--- config.mk ---
export PLATFORM = sky130hd
export DESIGN_NAME = spi_arbiter_flat
export DESIGN_NICKNAME = d
export VERILOG_FILES = /design/src/rtl/spi_arbiter_pkg.sv /design/src/rtl/spi_arbiter_if.sv /design/src/rtl/spi_arbiter_rr_arbiter2.sv /design/src/rtl/spi_arbiter.sv /design/src/flat_wrapper.sv
export SDC_FILE = /design/constraint.sdc
export NUM_CORES = 1
export LEC_CHECK = 0
export CORE_MARGIN = 4
export CORE_UTILIZATION = 35
export DETAILED_ROUTE_END_ITERATION = 10
export PLACE_DENSITY_LB_ADDON = 0.1
export SETUP_SLACK_MARGIN = 0.4
export SYNTH_ARGS = -nofsm -noshare
export SYNTH_HDL_FRONTEND = slang
export SYNTH_HIERARCHICAL = 1
export SYNTH_SLANG_ARGS = --single-unit
--- constraint.sdc ---
create_clock -name raw_clk -period 2.2 [get_ports raw_clk]
set_input_delay 0.44 -clock raw_clk [delete_from_list [all_inputs] [get_ports raw_clk]]
set_output_delay 0.44 -clock raw_clk [all_outputs]
set_load 0.01 [all_outputs]
--- src/rtl/spi_arbiter_pkg.sv ---
// spi_arbiter_pkg
//   Shared types and defaults for the two-requester SPI burst arbiter.
//   state_t        : burst sequencer states
//   *_DEF          : default CS setup/hold gaps and busy watchdog limit
//   LEN_W          : width of the remaining-byte counter (holds 1..256)
//   len_to_count() : maps a burst length byte to a byte count (0 -> 256)
//   owner_onehot() : one-hot per-requester vector for a 1-bit owner index
package spi_arbiter_pkg;

    localparam int LEN_W              = 9;
    localparam int CS_SETUP_DEF       = 2;
    localparam int CS_HOLD_DEF        = 2;
    localparam int TIMEOUT_CYCLES_DEF = 1024;

    typedef enum logic [2:0] {
        ST_IDLE      = 3'd0,
        ST_SETUP     = 3'd1,
        ST_START     = 3'd2,
        ST_WAIT_BUSY = 3'd3,
        ST_WAIT_DONE = 3'd4,
        ST_HOLD      = 3'd5
    } state_t;

    function automatic logic [LEN_W-1:0] len_to_count(input logic [7:0] len);
        return (len == 8'd0) ? LEN_W'(256) : {1'b0, len};
    endfunction

    function automatic logic [1:0] owner_onehot(input logic owner);
        return owner ? 2'b10 : 2'b01;
    endfunction

endpackage

--- src/rtl/spi_arbiter_if.sv ---
// spi_arbiter_if
//   Connection between the arbiter and the shared SPI engine.
//   spi_start   : arbiter -> engine, start the next byte
//   spi_data_tx : arbiter -> engine, byte to shift out
//   spi_divisor : arbiter -> engine, clock divisor of the current owner
//   spi_busy    : engine -> arbiter, byte transfer in progress
//   spi_data_rx : engine -> arbiter, byte shifted in
//   Modports: master (arbiter side), slave (engine side).
interface spi_arbiter_if;

    logic       spi_start;
    logic [7:0] spi_data_tx;
    logic [2:0] spi_divisor;
    logic       spi_busy;
    logic [7:0] spi_data_rx;

    modport master (
        output spi_start,
        output spi_data_tx,
        output spi_divisor,
        input  spi_busy,
        input  spi_data_rx
    );

    modport slave (
        input  spi_start,
        input  spi_data_tx,
        input  spi_divisor,
        output spi_busy,
        output spi_data_rx
    );

endinterface

--- src/rtl/spi_arbiter_rr_arbiter2.sv ---
// rr_arbiter2
//   Combinational 2-way round-robin pick.
//   req_i  [1:0] : request levels
//   last_i       : index of the requester granted most recently
//   gnt_o  [1:0] : one-hot grant, 00 when nothing is requested
//   On a tie the requester that was not granted last wins.
module rr_arbiter2 (
    input  logic [1:0] req_i,
    input  logic       last_i,
    output logic [1:0] gnt_o
);

    always_comb begin
        gnt_o = 2'b00;
        case (req_i)
            2'b01:   gnt_o = 2'b01;
            2'b10:   gnt_o = 2'b10;
            2'b11:   gnt_o = last_i ? 2'b01 : 2'b10;
            default: gnt_o = 2'b00;
        endcase
    end

endmodule

--- src/rtl/spi_arbiter.sv ---
// spi_arbiter
//   Shares one SPI engine between two requesters with round-robin
//   arbitration and runs a multi-byte burst per grant: per-requester chip
//   select with setup/hold gaps, byte-by-byte start/busy handshake with the
//   engine, divisor and data muxing.
//
//   Optional feature macro: SPI_ARB_TIMEOUT_EN
//     defined   : busy-assert watchdog in WAIT_BUSY (TIMEOUT_CYCLES), error pulses
//     undefined : WAIT_BUSY waits forever, error tied to 00, no counter
//
//   Ports
//     raw_clk, reset        : clock, synchronous active-high reset
//     req[1:0]              : request levels
//     len0/len1             : burst byte count per requester (0 = 256)
//     div0/div1             : SPI divisor per requester
//     tx_byte0/tx_byte1     : next byte to send per requester
//     tx_take[1:0]          : pulse when tx_byteN has been consumed
//     rx_byte, rx_valid[1:0]: last received byte and per-requester valid pulse
//     grant[1:0]            : one-hot current owner
//     done[1:0], error[1:0] : burst-complete and timeout pulses
//     cs_n[1:0]             : active-low chip selects
//     spi                   : engine connection (spi_arbiter_if.master)
//
//   state     | meaning
//   ----------+------------------------------------------------------------
//   IDLE      | no owner; grant when a request is up and the engine is idle
//   SETUP     | CS low, counting the setup gap before the first byte
//   START     | capture tx byte, raise spi_start, pulse tx_take
//   WAIT_BUSY | spi_start held until the engine reports busy
//   WAIT_DONE | waiting for busy to fall; capture rx byte
//   HOLD      | CS still low for the hold gap, then release and pulse done
module spi_arbiter
    import spi_arbiter_pkg::*;
#(
    parameter int CS_SETUP = CS_SETUP_DEF,
    parameter int CS_HOLD  = CS_HOLD_DEF
`ifdef SPI_ARB_TIMEOUT_EN
    ,
    parameter int TIMEOUT_CYCLES = TIMEOUT_CYCLES_DEF
`endif
) (
    input  logic        raw_clk,
    input  logic        reset,
    input  logic [1:0]  req,
    input  logic [7:0]  len0,
    input  logic [7:0]  len1,
    input  logic [2:0]  div0,
    input  logic [2:0]  div1,
    input  logic [7:0]  tx_byte0,
    input  logic [7:0]  tx_byte1,
    output logic [1:0]  tx_take,
    output logic [7:0]  rx_byte,
    output logic [1:0]  rx_valid,
    output logic [1:0]  grant,
    output logic [1:0]  done,
    output logic [1:0]  error,
    output logic [1:0]  cs_n,
    spi_arbiter_if.master spi
);

    localparam int CNT_W = 8;
    // SETUP lasts CS_SETUP cycles; HOLD lasts CS_HOLD+1 so that CS rises
    // CS_HOLD+1 cycles after the last rx_valid (which shares HOLD's first cycle).
    localparam logic [CNT_W-1:0] SETUP_LOAD = (CS_SETUP > 0) ? CNT_W'(CS_SETUP - 1) : '0;
    localparam logic [CNT_W-1:0] HOLD_LOAD  = CNT_W'(CS_HOLD);

    state_t           state_q, state_d;
    logic             owner_q, owner_d;
    logic             last_q, last_d;
    logic [LEN_W-1:0] rem_q, rem_d;
    logic [CNT_W-1:0] cnt_q, cnt_d;
    logic [1:0]       grant_q, grant_d;
    logic [1:0]       cs_n_q, cs_n_d;
    logic             start_q, start_d;
    logic [7:0]       data_tx_q, data_tx_d;
    logic [2:0]       div_q, div_d;
    logic [7:0]       rx_byte_q, rx_byte_d;
    logic [1:0]       rx_valid_q, rx_valid_d;
    logic [1:0]       tx_take_q, tx_take_d;
    logic [1:0]       done_q, done_d;
    logic [1:0]       arb_gnt;
    logic [1:0]       owner_oh;

`ifdef SPI_ARB_TIMEOUT_EN
    // Down-counter loaded in START; spi_start stays up TIMEOUT_CYCLES cycles max.
    localparam logic [15:0] TMO_LOAD = 16'(TIMEOUT_CYCLES - 1);
    logic [15:0] tmo_q, tmo_d;
    logic [1:0]  error_q, error_d;
`endif

    rr_arbiter2 u_rr (
        .req_i  (req),
        .last_i (last_q),
        .gnt_o  (arb_gnt)
    );

    assign owner_oh = owner_onehot(owner_q);

    always_comb begin
        state_d    = state_q;
        owner_d    = owner_q;
        last_d     = last_q;
        rem_d      = rem_q;
        cnt_d      = cnt_q;
        grant_d    = grant_q;
        cs_n_d     = cs_n_q;
        start_d    = start_q;
        data_tx_d  = data_tx_q;
        div_d      = (grant_q != 2'b00) ? (owner_q ? div1 : div0) : div_q;
        rx_byte_d  = rx_byte_q;
        rx_valid_d = 2'b00;
        tx_take_d  = 2'b00;
        done_d     = 2'b00;
`ifdef SPI_ARB_TIMEOUT_EN
        tmo_d      = tmo_q;
        error_d    = 2'b00;
`endif

        case (state_q)
            ST_IDLE: begin
                // A still-busy engine (e.g. after a mid-burst reset) blocks new grants.
                if (req != 2'b00 && !spi.spi_busy) begin
                    owner_d = arb_gnt[1];
                    rem_d   = len_to_count(arb_gnt[1] ? len1 : len0);
                    grant_d = arb_gnt;
                    cs_n_d  = ~arb_gnt;
                    div_d   = arb_gnt[1] ? div1 : div0;
                    cnt_d   = SETUP_LOAD;
                    state_d = (CS_SETUP > 0) ? ST_SETUP : ST_START;
                end
            end

            ST_SETUP: begin
                if (cnt_q == '0) begin
                    state_d = ST_START;
                end else begin
                    cnt_d = cnt_q - 1'b1;
                end
            end

            ST_START: begin
                data_tx_d = owner_q ? tx_byte1 : tx_byte0;
                start_d   = 1'b1;
                tx_take_d = owner_oh;
`ifdef SPI_ARB_TIMEOUT_EN
                tmo_d     = TMO_LOAD;
`endif
                state_d   = ST_WAIT_BUSY;
            end

            ST_WAIT_BUSY: begin
                if (spi.spi_busy) begin
                    start_d = 1'b0;
                    state_d = ST_WAIT_DONE;
                end
`ifdef SPI_ARB_TIMEOUT_EN
                else if (tmo_q == 16'd0) begin
                    start_d = 1'b0;
                    error_d = owner_oh;
                    cnt_d   = HOLD_LOAD;
                    state_d = ST_HOLD;
                end else begin
                    tmo_d = tmo_q - 16'd1;
                end
`endif
            end

            ST_WAIT_DONE: begin
                if (!spi.spi_busy) begin
                    rx_byte_d  = spi.spi_data_rx;
                    rx_valid_d = owner_oh;
                    if (rem_q != '0) begin
                        rem_d = rem_q - LEN_W'(1);
                    end
                    if (rem_q <= LEN_W'(1)) begin
                        cnt_d   = HOLD_LOAD;
                        state_d = ST_HOLD;
                    end else begin
                        state_d = ST_START;
                    end
                end
            end

            ST_HOLD: begin
                if (cnt_q == '0) begin
                    cs_n_d  = 2'b11;
                    done_d  = owner_oh;
                    grant_d = 2'b00;
                    last_d  = owner_q;
                    state_d = ST_IDLE;
                end else begin
                    cnt_d = cnt_q - 1'b1;
                end
            end

            default: begin
                cs_n_d  = 2'b11;
                grant_d = 2'b00;
                start_d = 1'b0;
                state_d = ST_IDLE;
            end
        endcase
    end

    always_ff @(posedge raw_clk) begin
        if (reset) begin
            state_q    <= ST_IDLE;
            owner_q    <= 1'b0;
            last_q     <= 1'b1;
            rem_q      <= '0;
            cnt_q      <= '0;
            grant_q    <= 2'b00;
            cs_n_q     <= 2'b11;
            start_q    <= 1'b0;
            data_tx_q  <= 8'h00;
            div_q      <= 3'd0;
            rx_byte_q  <= 8'h00;
            rx_valid_q <= 2'b00;
            tx_take_q  <= 2'b00;
            done_q     <= 2'b00;
        end else begin
            state_q    <= state_d;
            owner_q    <= owner_d;
            last_q     <= last_d;
            rem_q      <= rem_d;
            cnt_q      <= cnt_d;
            grant_q    <= grant_d;
            cs_n_q     <= cs_n_d;
            start_q    <= start_d;
            data_tx_q  <= data_tx_d;
            div_q      <= div_d;
            rx_byte_q  <= rx_byte_d;
            rx_valid_q <= rx_valid_d;
            tx_take_q  <= tx_take_d;
            done_q     <= done_d;
        end
    end

`ifdef SPI_ARB_TIMEOUT_EN
    always_ff @(posedge raw_clk) begin
        if (reset) begin
            tmo_q   <= 16'd0;
            error_q <= 2'b00;
        end else begin
            tmo_q   <= tmo_d;
            error_q <= error_d;
        end
    end

    assign error = error_q;
`else
    assign error = 2'b00;
`endif

    assign grant           = grant_q;
    assign cs_n            = cs_n_q;
    assign tx_take         = tx_take_q;
    assign rx_byte         = rx_byte_q;
    assign rx_valid        = rx_valid_q;
    assign done            = done_q;
    assign spi.spi_start   = start_q;
    assign spi.spi_data_tx = data_tx_q;
    assign spi.spi_divisor = div_q;

endmodule

--- src/flat_wrapper.sv ---
// flat-port wrapper written by rule: the top's interface ports become plain ports
module spi_arbiter_flat import spi_arbiter_pkg::*;
#(
    parameter int CS_SETUP = CS_SETUP_DEF,
    parameter int CS_HOLD  = CS_HOLD_DEF

)
  (raw_clk, reset, req, len0, len1, div0, div1, tx_byte0, tx_byte1, tx_take, rx_byte, rx_valid, grant, done, error, cs_n, spi_spi_start, spi_spi_data_tx, spi_spi_divisor, spi_spi_busy, spi_spi_data_rx);
  spi_arbiter_if spi_i ();
  input  logic raw_clk;
  input  logic reset;
  input  logic [1:0] req;
  input  logic [7:0] len0;
  input  logic [7:0] len1;
  input  logic [2:0] div0;
  input  logic [2:0] div1;
  input  logic [7:0] tx_byte0;
  input  logic [7:0] tx_byte1;
  output logic [1:0] tx_take;
  output logic [7:0] rx_byte;
  output logic [1:0] rx_valid;
  output logic [1:0] grant;
  output logic [1:0] done;
  output logic [1:0] error;
  output logic [1:0] cs_n;
  output wire logic [$bits(spi_i.spi_start)-1:0] spi_spi_start;
  output wire logic [$bits(spi_i.spi_data_tx)-1:0] spi_spi_data_tx;
  output wire logic [$bits(spi_i.spi_divisor)-1:0] spi_spi_divisor;
  input wire logic [$bits(spi_i.spi_busy)-1:0] spi_spi_busy;
  input wire logic [$bits(spi_i.spi_data_rx)-1:0] spi_spi_data_rx;
  assign spi_spi_start = spi_i.spi_start;
  assign spi_spi_data_tx = spi_i.spi_data_tx;
  assign spi_spi_divisor = spi_i.spi_divisor;
  assign spi_i.spi_busy = spi_spi_busy;
  assign spi_i.spi_data_rx = spi_spi_data_rx;
  spi_arbiter #(.CS_SETUP(CS_SETUP), .CS_HOLD(CS_HOLD)) u_core (.raw_clk(raw_clk), .reset(reset), .req(req), .len0(len0), .len1(len1), .div0(div0), .div1(div1), .tx_byte0(tx_byte0), .tx_byte1(tx_byte1), .tx_take(tx_take), .rx_byte(rx_byte), .rx_valid(rx_valid), .grant(grant), .done(done), .error(error), .cs_n(cs_n), .spi(spi_i));
endmodule
After elaboration in Yosys (flattened, before gate mapping) --
Cells that the tools add are included. W data, S select, Z words.
Cells by class: reductions and logical operators 24, bitwise gates (word level) 8, add/sub/neg operators 2, eq/ne operators 16, mux-type cells 35, $lt $le $gt $ge 1
Operators with widths (number):
- $mux W8 | 6
- $mux W9 | 4
- $mux W3 | 11
- $pmux W8 S3 | 1
- $pmux W2 S3 | 3
- $pmux W3 S6 | 1
- $pmux W9 S2 | 1
- $logic_not A8 Y1 | 2
- $mux W2 | 6
- $ne A2 B1 Y1 const B | 5
- $reduce_and A5 Y1 | 2
- $le A9 B1 Y1 const B | 1
- $reduce_bool A9 Y1 | 1
- $sub A9 B1 Y9 const B | 1
- $reduce_and A2 Y1 | 4
- $reduce_or A4 Y1 | 2
- $sub A8 B1 Y8 const B | 1
- $not A1 Y1 | 7
- $eq A3 B2 Y1 const B | 2
- $eq A3 B3 Y1 const B | 2
- $ne A2 B2 Y1 const B | 3
- $reduce_bool A2 Y1 | 3
- $reduce_or A3 Y1 | 2
- $eq A2 B2 Y1 const B | 2
- 12 further kinds | 13
Storage, ports and cells: register bits 52, output and inout port bits 32, input port bits 51, logic and storage cells 100

Depth between registers and ports, before layout --
Gate-level depths: netlist (run 1).
depth after elaboration 7, mapped depth 8, mapped depth without buffers 7

Modules after synthesis --
Netlist (run 1), hierarchy kept.
By module, submodules not included:
- spi_arbiter | instances 1, sequential area each 1041.0 µm², cells each 329, area an instance 2702.6 µm²
- rr_arbiter2 | instances 1, sequential area each 0.0 µm², cells each 3, area an instance 18.8 µm²

Least setup slack after synthesis (run 1) --
No wires, ideal clock.
path type input-to-reg, start point input port req[1], end point register u_core.rem_q[4], required time 2072 ps, cell stages on the path 7, setup time 128 ps, path slack 270 ps, arrival 1803 ps, path through a21boi_0 > clkbuf_1 > buf_1 > mux2i_1 > nand2_1 > a221oi_1 > nor2_1
On the way: longest elaborated chain between the ends 7, elaborated cells between the ends (all ways) 13, those cells by class eq/ne (4); mux (5); reduce/logical (4)
RTL lines:
- start: declaration | RTL line flat_wrapper.sv:12 | input logic [1:0] req;
- $eq A2 B2 Y1 / $eq A2 B1 Y1 (equally long branches) | RTL line spi_arbiter_rr_arbiter2.sv:15 | case (req_i)
- $pmux W2 S3 | RTL line spi_arbiter_rr_arbiter2.sv:15
- $mux W8 | RTL line spi_arbiter.sv:124 | rem_d = len_to_count(arb_gnt[1] ? len1 : len0);
- $logic_not A8 Y1 | RTL line spi_arbiter_pkg.sv:25 | return (len == 8'd0) ? LEN_W'(256) : {1'b0, len};
- $mux W9 | RTL line spi_arbiter_pkg.sv:25
- $mux W9 | RTL line spi_arbiter.sv:122 | if (req != 2'b00 && !spi.spi_busy) begin
- $pmux W9 S2 | RTL line spi_arbiter.sv:119 | case (state_q)
- end signal: assignment | RTL line spi_arbiter.sv:225 | rem_q <= rem_d;
- end: declaration | RTL line spi_arbiter.sv:70 | logic [LEN_W-1:0] rem_q, rem_d;
Several ways; a longest one is shown, not always the timed one. The select of a mux whose other input is x is not followed. A chain may end at the register's enable or synchronous reset.

Worst setup path in the final report (run 1) --
start point register u_core.cnt_q[5], end point register u_core.cnt_q[7]
On the way: longest elaborated chain between the ends 3, elaborated cells between the ends (all ways) 6, those cells by class add/sub (1); eq/ne (1); mux (2); reduce/logical (2)
RTL lines:
- start: declaration | RTL line spi_arbiter.sv:71 | logic [CNT_W-1:0] cnt_q, cnt_d;
- start signal: assignment | RTL line spi_arbiter.sv:226 | cnt_q <= cnt_d;
- $sub A8 B1 Y8 / $logic_not A8 Y1 (equally long branches)
- $mux W8 / $ne A2 B2 Y1 (equally long branches)
- $pmux W8 S3 / $reduce_and A5 Y1 (equally long branches)
Several ways; a longest one is shown, not always the timed one. The select of a mux whose other input is x is not followed.

==> results of run 1 <==
==> critical path, cell delays in order, from the launching register on <==
cell                        delay [ns]
sky130_fd_sc_hd__dfxtp_1          0.37
sky130_fd_sc_hd__or3_1            0.46
sky130_fd_sc_hd__o31ai_4          0.37
sky130_fd_sc_hd__and3b_2          0.30
sky130_fd_sc_hd__nor2_4           0.16
sky130_fd_sc_hd__o2bb2ai_1        0.13
==> layer usage <==
metal | vias up | GRT usage, %
met2 | 61 | 27.5
met4 | 0 | 4.15
li1 | 1388 | -
met5 | - | 0
met1 | 1234 | 20.3
met3 | 5 | 4.61
==> how the worst max path moves through the flow <==
stage	cells after the start	from	slack, ns	to
2_1_floorplan	7	u_core/cnt_q[0]$_SDFFE_PP0P_	0.34	u_core/cnt_q[3]$_SDFFE_PP0P_
3_3_place_gp	6	spi_spi_busy	-0.02	u_core/rem_q[4]$_SDFFE_PP0P_
3_5_place_dp	6	spi_spi_busy	-0.05	u_core/rem_q[4]$_SDFFE_PP0P_
4_1_cts	7	u_core/cnt_q[0]$_SDFFE_PP0P_	0.36	u_core/cnt_q[3]$_SDFFE_PP0P_
5_1_grt	5	u_core/cnt_q[5]$_SDFFE_PP0P_	0.29	u_core/cnt_q[7]$_SDFFE_PP0P_
6_report	5	u_core/cnt_q[5]$_SDFFE_PP0P_	0.35	u_core/cnt_q[7]$_SDFFE_PP0P_
==> layout make-up <==
class	count	area [µm²]	share of cell area, %
clock buffer	7	86.3	2.10
tap	99	124	3.01
clock inverter	1	7.51	0.182
inverter	11	43.8	1.06
sequential	52	1050	25.5
timing repair buffer	112	1070	25.9
multi-input combinational	248	1740	42.2
==> registers in the layout, indices dropped and copies added, names as in the netlist <==
name	cells
u_core/state_q	3
u_core/spi.spi_start	1
u_core/cnt_q	8
u_core/spi.spi_data_tx	8
u_core/rx_byte	8
u_core/cs_n	2
u_core/rem_q	9
u_core/done	2
u_core/grant	2
u_core/rx_valid	2
u_core/tx_take	2
u_core/owner_q	1
u_core/spi.spi_divisor	3
u_core/last_q	1
==> repair_timing <==
action                                  4_1_cts  5_1_grt
pin swaps                                     4       15
gates resized for setup                      14       28
hold buffers                                  0        0
gates cloned                                  0        0
endpoints found under the setup margin       24       27
buffers inserted                              6        2
==> stage by stage <==
stage	total power, W	instances
after detailed placement	0.00296	514
after CTS	0.00368	528
after global routing	0.00409	530
after global placement	0.00294	514
after floorplan	0.00238	333
final	0.00378	530
==> cell usage after synthesis, drive strengths merged, types with 6 or more instances <==
cell    count
inv        11
a211oi     12
mux2i      22
buf        12
nor3       14
nor2       35
nand3       6
clkbuf     10
o21ai      16
nand2b      8
nand2      35
a21oi      36
dfxtp      52
==> where the power goes <==
part | switching (W) | internal [W] | total [W]
logic | 0.000965 | 0.000989 | 0.00195
clock network | 0.000313 | 0.000256 | 0.000569
registers | 0.000145 | 0.00112 | 0.00126
==> logic make-up after synthesis <==
logic type / share of synthesized area, %
AOI/OAI and AO/OA: 22.9
xor gates and xnor gates: 0.322
adders and majority gates: 1.38
buffers and inverters: 5.38
DFF: 38.3
muxes: 8.51
other: 0.138
and+or+nand+nor: 23.2
==> qor.txt, run 1 <==
STATUS
----------------------------------------------------------------------------------------
Result of the run                                                           finished clean

CLOCK TREE
----------------------------------------------------------------------------------------
Longest Clk Path Bufs                                                                  2
Total clock buffers created by CTS                                                     5
Number of H-tree branching levels                                                      2
Register clock-pin slew on the reported worst setup and hold paths               0.10 ns
Clock sink count                                                                      52
CTS Root Cell                                                               sky130_fd_sc_hd__clkbuf_8
Clock insertion delay at the later pin of the skew report                        0.31 ns
CTS tree                                                                             yes

TIMING
----------------------------------------------------------------------------------------
Worst Hold Margin                                                               0.458 ns
Final max-slew violation count                                                         0
Clock Skew                                                                     0.0126 ns
Max-slew headroom                                                                  62.4%
Final critical-path required period                                              1.85 ns
Setup violators final                                                                  0
Setup_tns                                                                           0 ns
Fraction of the cycle the final worst path needs                                   84.2%
Final Hold Fails                                                                       0
Setup repair after global routing missed its margin                                 true
Slack of the critical path                                                      0.348 ns
Slew at the pin with the worst max-slew slack                                   0.564 ns
Max Freq                                                                         540 MHz

PLACE
----------------------------------------------------------------------------------------
Instance area after placement                                                0.00379 mm²
Placer congestion estimate                                                         0.818
IO Port Bufs                                                                          80
HPWL reported at the end of detailed placement                                   5.40 mm
Minimum setup slack after placement                                           -0.0505 ns

FLOORPLAN
----------------------------------------------------------------------------------------
Starting Density                                                                   36.7%
Die Width                                                                        96.2 µm
Height of the die                                                                96.2 µm
Core footprint                                                               0.00741 mm²
DIE AREA                                                                     0.00925 mm²
Top Ports                                                                             83
Standard-cell row count                                                               31

SETUP PATH
----------------------------------------------------------------------------------------
Capture point of the worst reg-to-reg path                                  u_core/cnt_q[7]$_SDFFE_PP0P_
FF-to-FF path depth                                                                    5
Critical Path AT                                                                 2.10 ns
R2R Path Start                                                              u_core/cnt_q[5]$_SDFFE_PP0P_
Startpoint class of the critical path                                               flop
Kind of critical path                                                         reg -> reg
Reg-to-reg setup timing slack                                                    0.35 ns
Crit path max fanout                                                                   6
Worst EP required                                                                2.45 ns
Crit path capture type                                                              flop

JOB
----------------------------------------------------------------------------------------
Max Cap Viol                                                                           0

LAYOUT
----------------------------------------------------------------------------------------
Share of the core filled with cells in the final layout                            55.5%
Fraction of final layout cells with drive strength greater than 1                  20.6%
Filler instances                                                                     709
Commonest cells after routing, fill and taps aside                          72 x sky130_fd_sc_hd__clkdlybuf4s50_1, 47 x sky130_fd_sc_hd__dfxtp_1, 34 x sky130_fd_sc_hd__nand2_1
Area grow syn2layout                                                               51.2%
Net count of the finished layout                                                     484
Most common cell after layout, fill and taps aside                          sky130_fd_sc_hd__clkdlybuf4s50_1
Antenna fix cells                                                                      0
Final instance area                                                          0.00411 mm²

ROUTE
----------------------------------------------------------------------------------------
Number of search-and-repair iterations in the first detailed-routing pass              4
Total wire length                                                                7.46 mm
Remaining antenna violation count                                                      0
DRC viols                                                                              0
Detail Route met3 WL                                                              457 µm
Vias after detailed routing                                                         2688
Detailed-route vias per instance                                                    5.07
First-iteration detailed-routing DRC count                                            95
Top sig layer                                                                       met4
Met2 WL                                                                          3.67 mm
Average wire length per cell after detail routing                                14.1 µm
Routed metal-1 wire length                                                       3.27 mm

GRT
----------------------------------------------------------------------------------------
Vias in the first global route                                                      2583
Global-route total usage across every layer                                        16.3%
Wire length of the first global-routing pass                                     12.0 mm
Largest net degree at the start of global routing                                     49
Gr ovfl total                                                                          0
Antenna violations before repair                                                       0

YOSYS
----------------------------------------------------------------------------------------
Async set-reset flop share out of synthesis                                           0%
Flops & latches, synth                                                                52
Predominant post-synthesis flop cell                                        sky130_fd_sc_hd__dfxtp_1
Dominant cells by area after synthesis                                      sky130_fd_sc_hd__dfxtp_1 38%, sky130_fd_sc_hd__mux2i_1 8.1%, sky130_fd_sc_hd__a21oi_1 6.6%, sky130_fd_sc_hd__nand2_1 4.8%, sky130_fd_sc_hd__nor2_1 4.7%
Number of synthesized flops with an enable pin                                         0
Cell area after synthesis                                                    0.00272 mm²
Distinct cell type count of the synthesized netlist                                   57
Cells after synthesis                                                                332
Dominant cell type by area after synthesis                                  sky130_fd_sc_hd__dfxtp_1
Yosys warns                                                                            6
Yosys top cell area share                                                          38.3%
Portion of the post-synthesis area used by sequential elements                     38.3%
Mapped Avg Cell Area                                                            8.20 µm²

HOLD PATH
----------------------------------------------------------------------------------------
Hold path start                                                             u_core/rx_byte[6]$_SDFFE_PP0P_
Type of the tightest min-delay check                                          reg -> reg
Worst hold stages                                                                      2
Hold Path Sink                                                              u_core/rx_byte[6]$_SDFFE_PP0P_

POWER
----------------------------------------------------------------------------------------
Static leakage                                                                   1.54 nW
Total power per unit cell area                                                920 mW/mm²
Worst IR Drop VDD                                                               0.298 mV

(Power assumes the default switching activity.)
==> run 2, diff against run 1 <==
==> constraint.sdc (replaced) <==
create_clock -name raw_clk -period 1.65 [get_ports raw_clk]
set_input_delay 0.33 -clock raw_clk [delete_from_list [all_inputs] [get_ports raw_clk]]
set_output_delay 0.33 -clock raw_clk [all_outputs]
set_load 0.01 [all_outputs]
==> qor.txt, run 2 (synthesized netlist as in run 1, its figures left out) <==
STATUS
----------------------------------------------------------------------------------------
Result of the run                                                           finished with violations
Violated checks                                                             negative setup slack

SETUP PATH
----------------------------------------------------------------------------------------
Kind of critical path                                                         reg -> reg
Family of cells with the greatest summed delay on the critical path         simple AND/OR/NAND/NOR gates
Critical Path Slowest Stage Cell                                            sky130_fd_sc_hd__or4_4
FF-to-FF path depth                                                                    5   unchanged
Crit path capture type                                                              flop
Critical Path Most Common Cell                                              sky130_fd_sc_hd__or4_4
Critical Path AT                                                                 2.06 ns   -0.04 ns
Count of buffer and inverter cells on the critical path                                0   unchanged
Peak per-stage delay on the critical path                                        0.57 ns   +0.11 ns
Capture point of the worst reg-to-reg path                                  u_core/state_q[0]$_SDFFE_PP0P_
Critical path, cell by cell                                                 or4_4 -> or4_4 -> nand2_2 -> a21oi_2 -> a311oi_2
Reg-to-reg setup timing slack                                                   -0.20 ns   -0.55 ns
R2R Path Start                                                              u_core/rem_q[5]$_SDFFE_PP0P_
Worst EP required                                                                1.86 ns   -0.59 ns
Startpoint class of the critical path                                               flop
Crit path max fanout                                                                   3   -3
Crit path from                                                              u_core/rem_q[5]$_SDFFE_PP0P_

LAYOUT
----------------------------------------------------------------------------------------
Net count of the finished layout                                                     531   +9.7%
Number of flip-flops in the largest register                                           9   unchanged
Antenna fix cells                                                                      0   unchanged
Share of the core filled with cells in the final layout                            63.2%   +7.6 points
Area grow syn2layout                                                               72.0%
Commonest cells after routing, fill and taps aside                          56 x sky130_fd_sc_hd__buf_4, 43 x sky130_fd_sc_hd__clkdlybuf4s50_1, 37 x sky130_fd_sc_hd__dfxtp_1
Top register by number of flip-flops                                        u_core/rem_q
Final instance area                                                          0.00468 mm²   +14%
Most common cell after layout, fill and taps aside                          sky130_fd_sc_hd__buf_4
Fraction of final layout cells with drive strength greater than 1                  43.5%   +23 points

CLOCK TREE
----------------------------------------------------------------------------------------
Total clock buffers created by CTS                                                     5   unchanged
Clock insertion delay at the later pin of the skew report                        0.30 ns   about the same
CTS Root Cell                                                               sky130_fd_sc_hd__clkbuf_8
CTS tree                                                                             yes
Register clock-pin slew on the reported worst setup and hold paths               0.10 ns   about the same
Post-cts hold buffer count                                                             0   unchanged
Number of H-tree branching levels                                                      2   unchanged
Longest Clk Path Bufs                                                                  2   unchanged
Clock sink count                                                                      52   unchanged

POWER
----------------------------------------------------------------------------------------
Total power per unit cell area                                               1270 mW/mm²   +38%
Sequential fraction of design power                                                27.9%   -5.4 points
Worst IR Drop VDD                                                               0.553 mV   +86%
Static leakage                                                                   1.85 nW   +20%
Int Pwr                                                                        0.00376 W   +59%
Combinational power share                                                          58.1%   +6.5 points
Clock network fraction of design power                                             14.0%   -1.0 points
Switching component of the power                                               0.00219 W   +54%
Fraction of power spent switching nets                                             36.8%   -0.77 points

ROUTE
----------------------------------------------------------------------------------------
Detail Route met3 WL                                                              505 µm   +11%
Remaining antenna violation count                                                      0   unchanged
Vias after detailed routing                                                         2981   +11%
Met2 WL                                                                          4.16 mm   +13%
Detailed-route vias per instance                                                    5.17   +1.9%
DRC viols                                                                              0   unchanged
Routed metal-1 wire length                                                       3.60 mm   +10%
Top sig layer                                                                       met5
Average wire length per cell after detail routing                                14.6 µm   +3.5%
First-iteration detailed-routing DRC count                                            61   -36%
Total wire length                                                                8.41 mm   +13%
Number of search-and-repair iterations in the first detailed-routing pass              4   unchanged

PLACE
----------------------------------------------------------------------------------------
Placer congestion estimate                                                         0.805   -1.5%
Instance area after placement                                                0.00412 mm²   +8.7%
IO Port Bufs                                                                          80   unchanged
Minimum setup slack after placement                                            -0.411 ns   -0.361 ns
HPWL reported at the end of detailed placement                                   5.74 mm   +6.3%

GRT
----------------------------------------------------------------------------------------
Vias in the first global route                                                      2811   +8.8%
Gr ovfl total                                                                          0   unchanged
Largest net degree at the start of global routing                                     49   unchanged
Global-route total usage across every layer                                        17.4%   +1.1 points
Antenna violations before repair                                                       1   +1
Wire length of the first global-routing pass                                     12.9 mm   +7.0%

FLOORPLAN
----------------------------------------------------------------------------------------
Core footprint                                                               0.00741 mm²   unchanged
DIE AREA                                                                     0.00925 mm²   unchanged
Height of the die                                                                96.2 µm   unchanged
Die Width                                                                        96.2 µm   unchanged
Starting Density                                                                   36.7%   unchanged
Standard-cell row count                                                               31   unchanged
Top Ports                                                                             83   unchanged

TIMING
----------------------------------------------------------------------------------------
Setup repair after global routing missed its margin                                 true
Max Freq                                                                         540 MHz   about the same
Fraction of the cycle the final worst path needs                                    112%   +28 points
Setup violators final                                                                 21   +21
Final critical-path required period                                              1.85 ns   -0.000117 ns
Slack of the critical path                                                     -0.202 ns   -0.550 ns
Clock Skew                                                                    0.00579 ns   -0.00683 ns
Final max-slew violation count                                                         0   unchanged
Final Hold Fails                                                                       0   unchanged
Setup_tns                                                                       -2.59 ns   -2.59 ns

HOLD PATH
----------------------------------------------------------------------------------------
Worst hold stages                                                                      2   unchanged
Type of the tightest min-delay check                                          reg -> reg
Hold Path Sink                                                              u_core/rx_byte[1]$_SDFFE_PP0P_
Hold path start                                                             u_core/rx_byte[1]$_SDFFE_PP0P_

JOB
----------------------------------------------------------------------------------------
Max Cap Viol                                                                           0   unchanged

[run 2: changes by cell type in the layout (fill, tap and decap cells not counted), sizes merged]
cell	previous run	this run
clkinvlp	1	0
clkdlybuf4s50	72	43
buf	33	80
inv	11	12
dlygate4sd2	2	6
clkbuf	7	26
dlymetal6s2s	5	1
clkdlybuf4s15	0	10
[run 2: worst register-to-register path: cells and delay by family, from the launching register on]
| family | cells | cell delay (ns) |
|---|---|---|
| and+or+nand+nor | 3 | 1.16 |
| AOI/OAI and AO/OA | 2 | 0.25 |
| DFF | 1 | 0.33 |
[run 2: metrics by stage]
| stage | hold slack [ns] | std cells | power [W] |
|---|---|---|---|
| floorplan | 0.453 | 333 | 0.00333 |
| global placement | 0.438 | 546 | 0.00443 |
| global route | 0.492 | 577 | 0.00637 |
| CTS | 0.459 | 563 | 0.00560 |
| finish | 0.457 | 577 | 0.00595 |
| detailed placement | 0.448 | 546 | 0.00447 |
[run 2: final cells by class]
| cell class | instances | area (µm²) |
|---|---|---|
| Clock buffer | 7 | 97.6 |
| Clock inverter | 1 | 8.76 |
| Fill cell | 633 | 2730 |
| Inverter | 11 | 43.8 |
| Multi-Input combinational cell | 248 | 1910 |
| Sequential cell | 52 | 1060 |
| Tap cell | 99 | 124 |
| Timing Repair Buffer | 159 | 1430 |
[run 2: what timing repair did]
item,4_1_cts,5_1_grt
endpoints found under the setup margin,80,76
gates cloned,1,1
endpoints found under the hold margin,0,0
buffers inserted,8,13
pin swaps,21,28
gates resized for setup,96,96
[run 2: power groups by stage]
| stage | sequential, W | combinational (W) | clock (W) |
|---|---|---|---|
| after floorplan | 0.00174 | 0.00159 | 0 |
| after global placement | 0.00166 | 0.00277 | 0 |
| after detailed placement | 0.00166 | 0.00281 | 0 |
| after CTS | 0.00165 | 0.00309 | 0.000862 |
| after global routing | 0.00170 | 0.00377 | 0.000908 |
| final | 0.00166 | 0.00346 | 0.000831 |
[run 2: worst max path at each step]
stage / slack [ns] / to / cells after the start
global placement: -0.39 / u_core/rem_q[6]$_SDFFE_PP0P_ / 7
global route: -0.32 / u_core/cnt_q[6]$_SDFFE_PP0P_ / 7
detailed placement: -0.41 / u_core/rem_q[8]$_SDFFE_PP0P_ / 7
floorplan: -0.20 / u_core/cnt_q[0]$_SDFFE_PP0P_ / 7
CTS: -0.19 / u_core/cnt_q[6]$_SDFFE_PP0P_ / 7
finish: -0.20 / u_core/state_q[0]$_SDFFE_PP0P_ / 5
[run 2: routing by layer]
layer | GRT usage [%] | vias up
li1 | - | 1479
met1 | 21.0 | 1408
met2 | 31.0 | 78
met3 | 3.83 | 14
met4 | 4.50 | 2
met5 | 0 | -
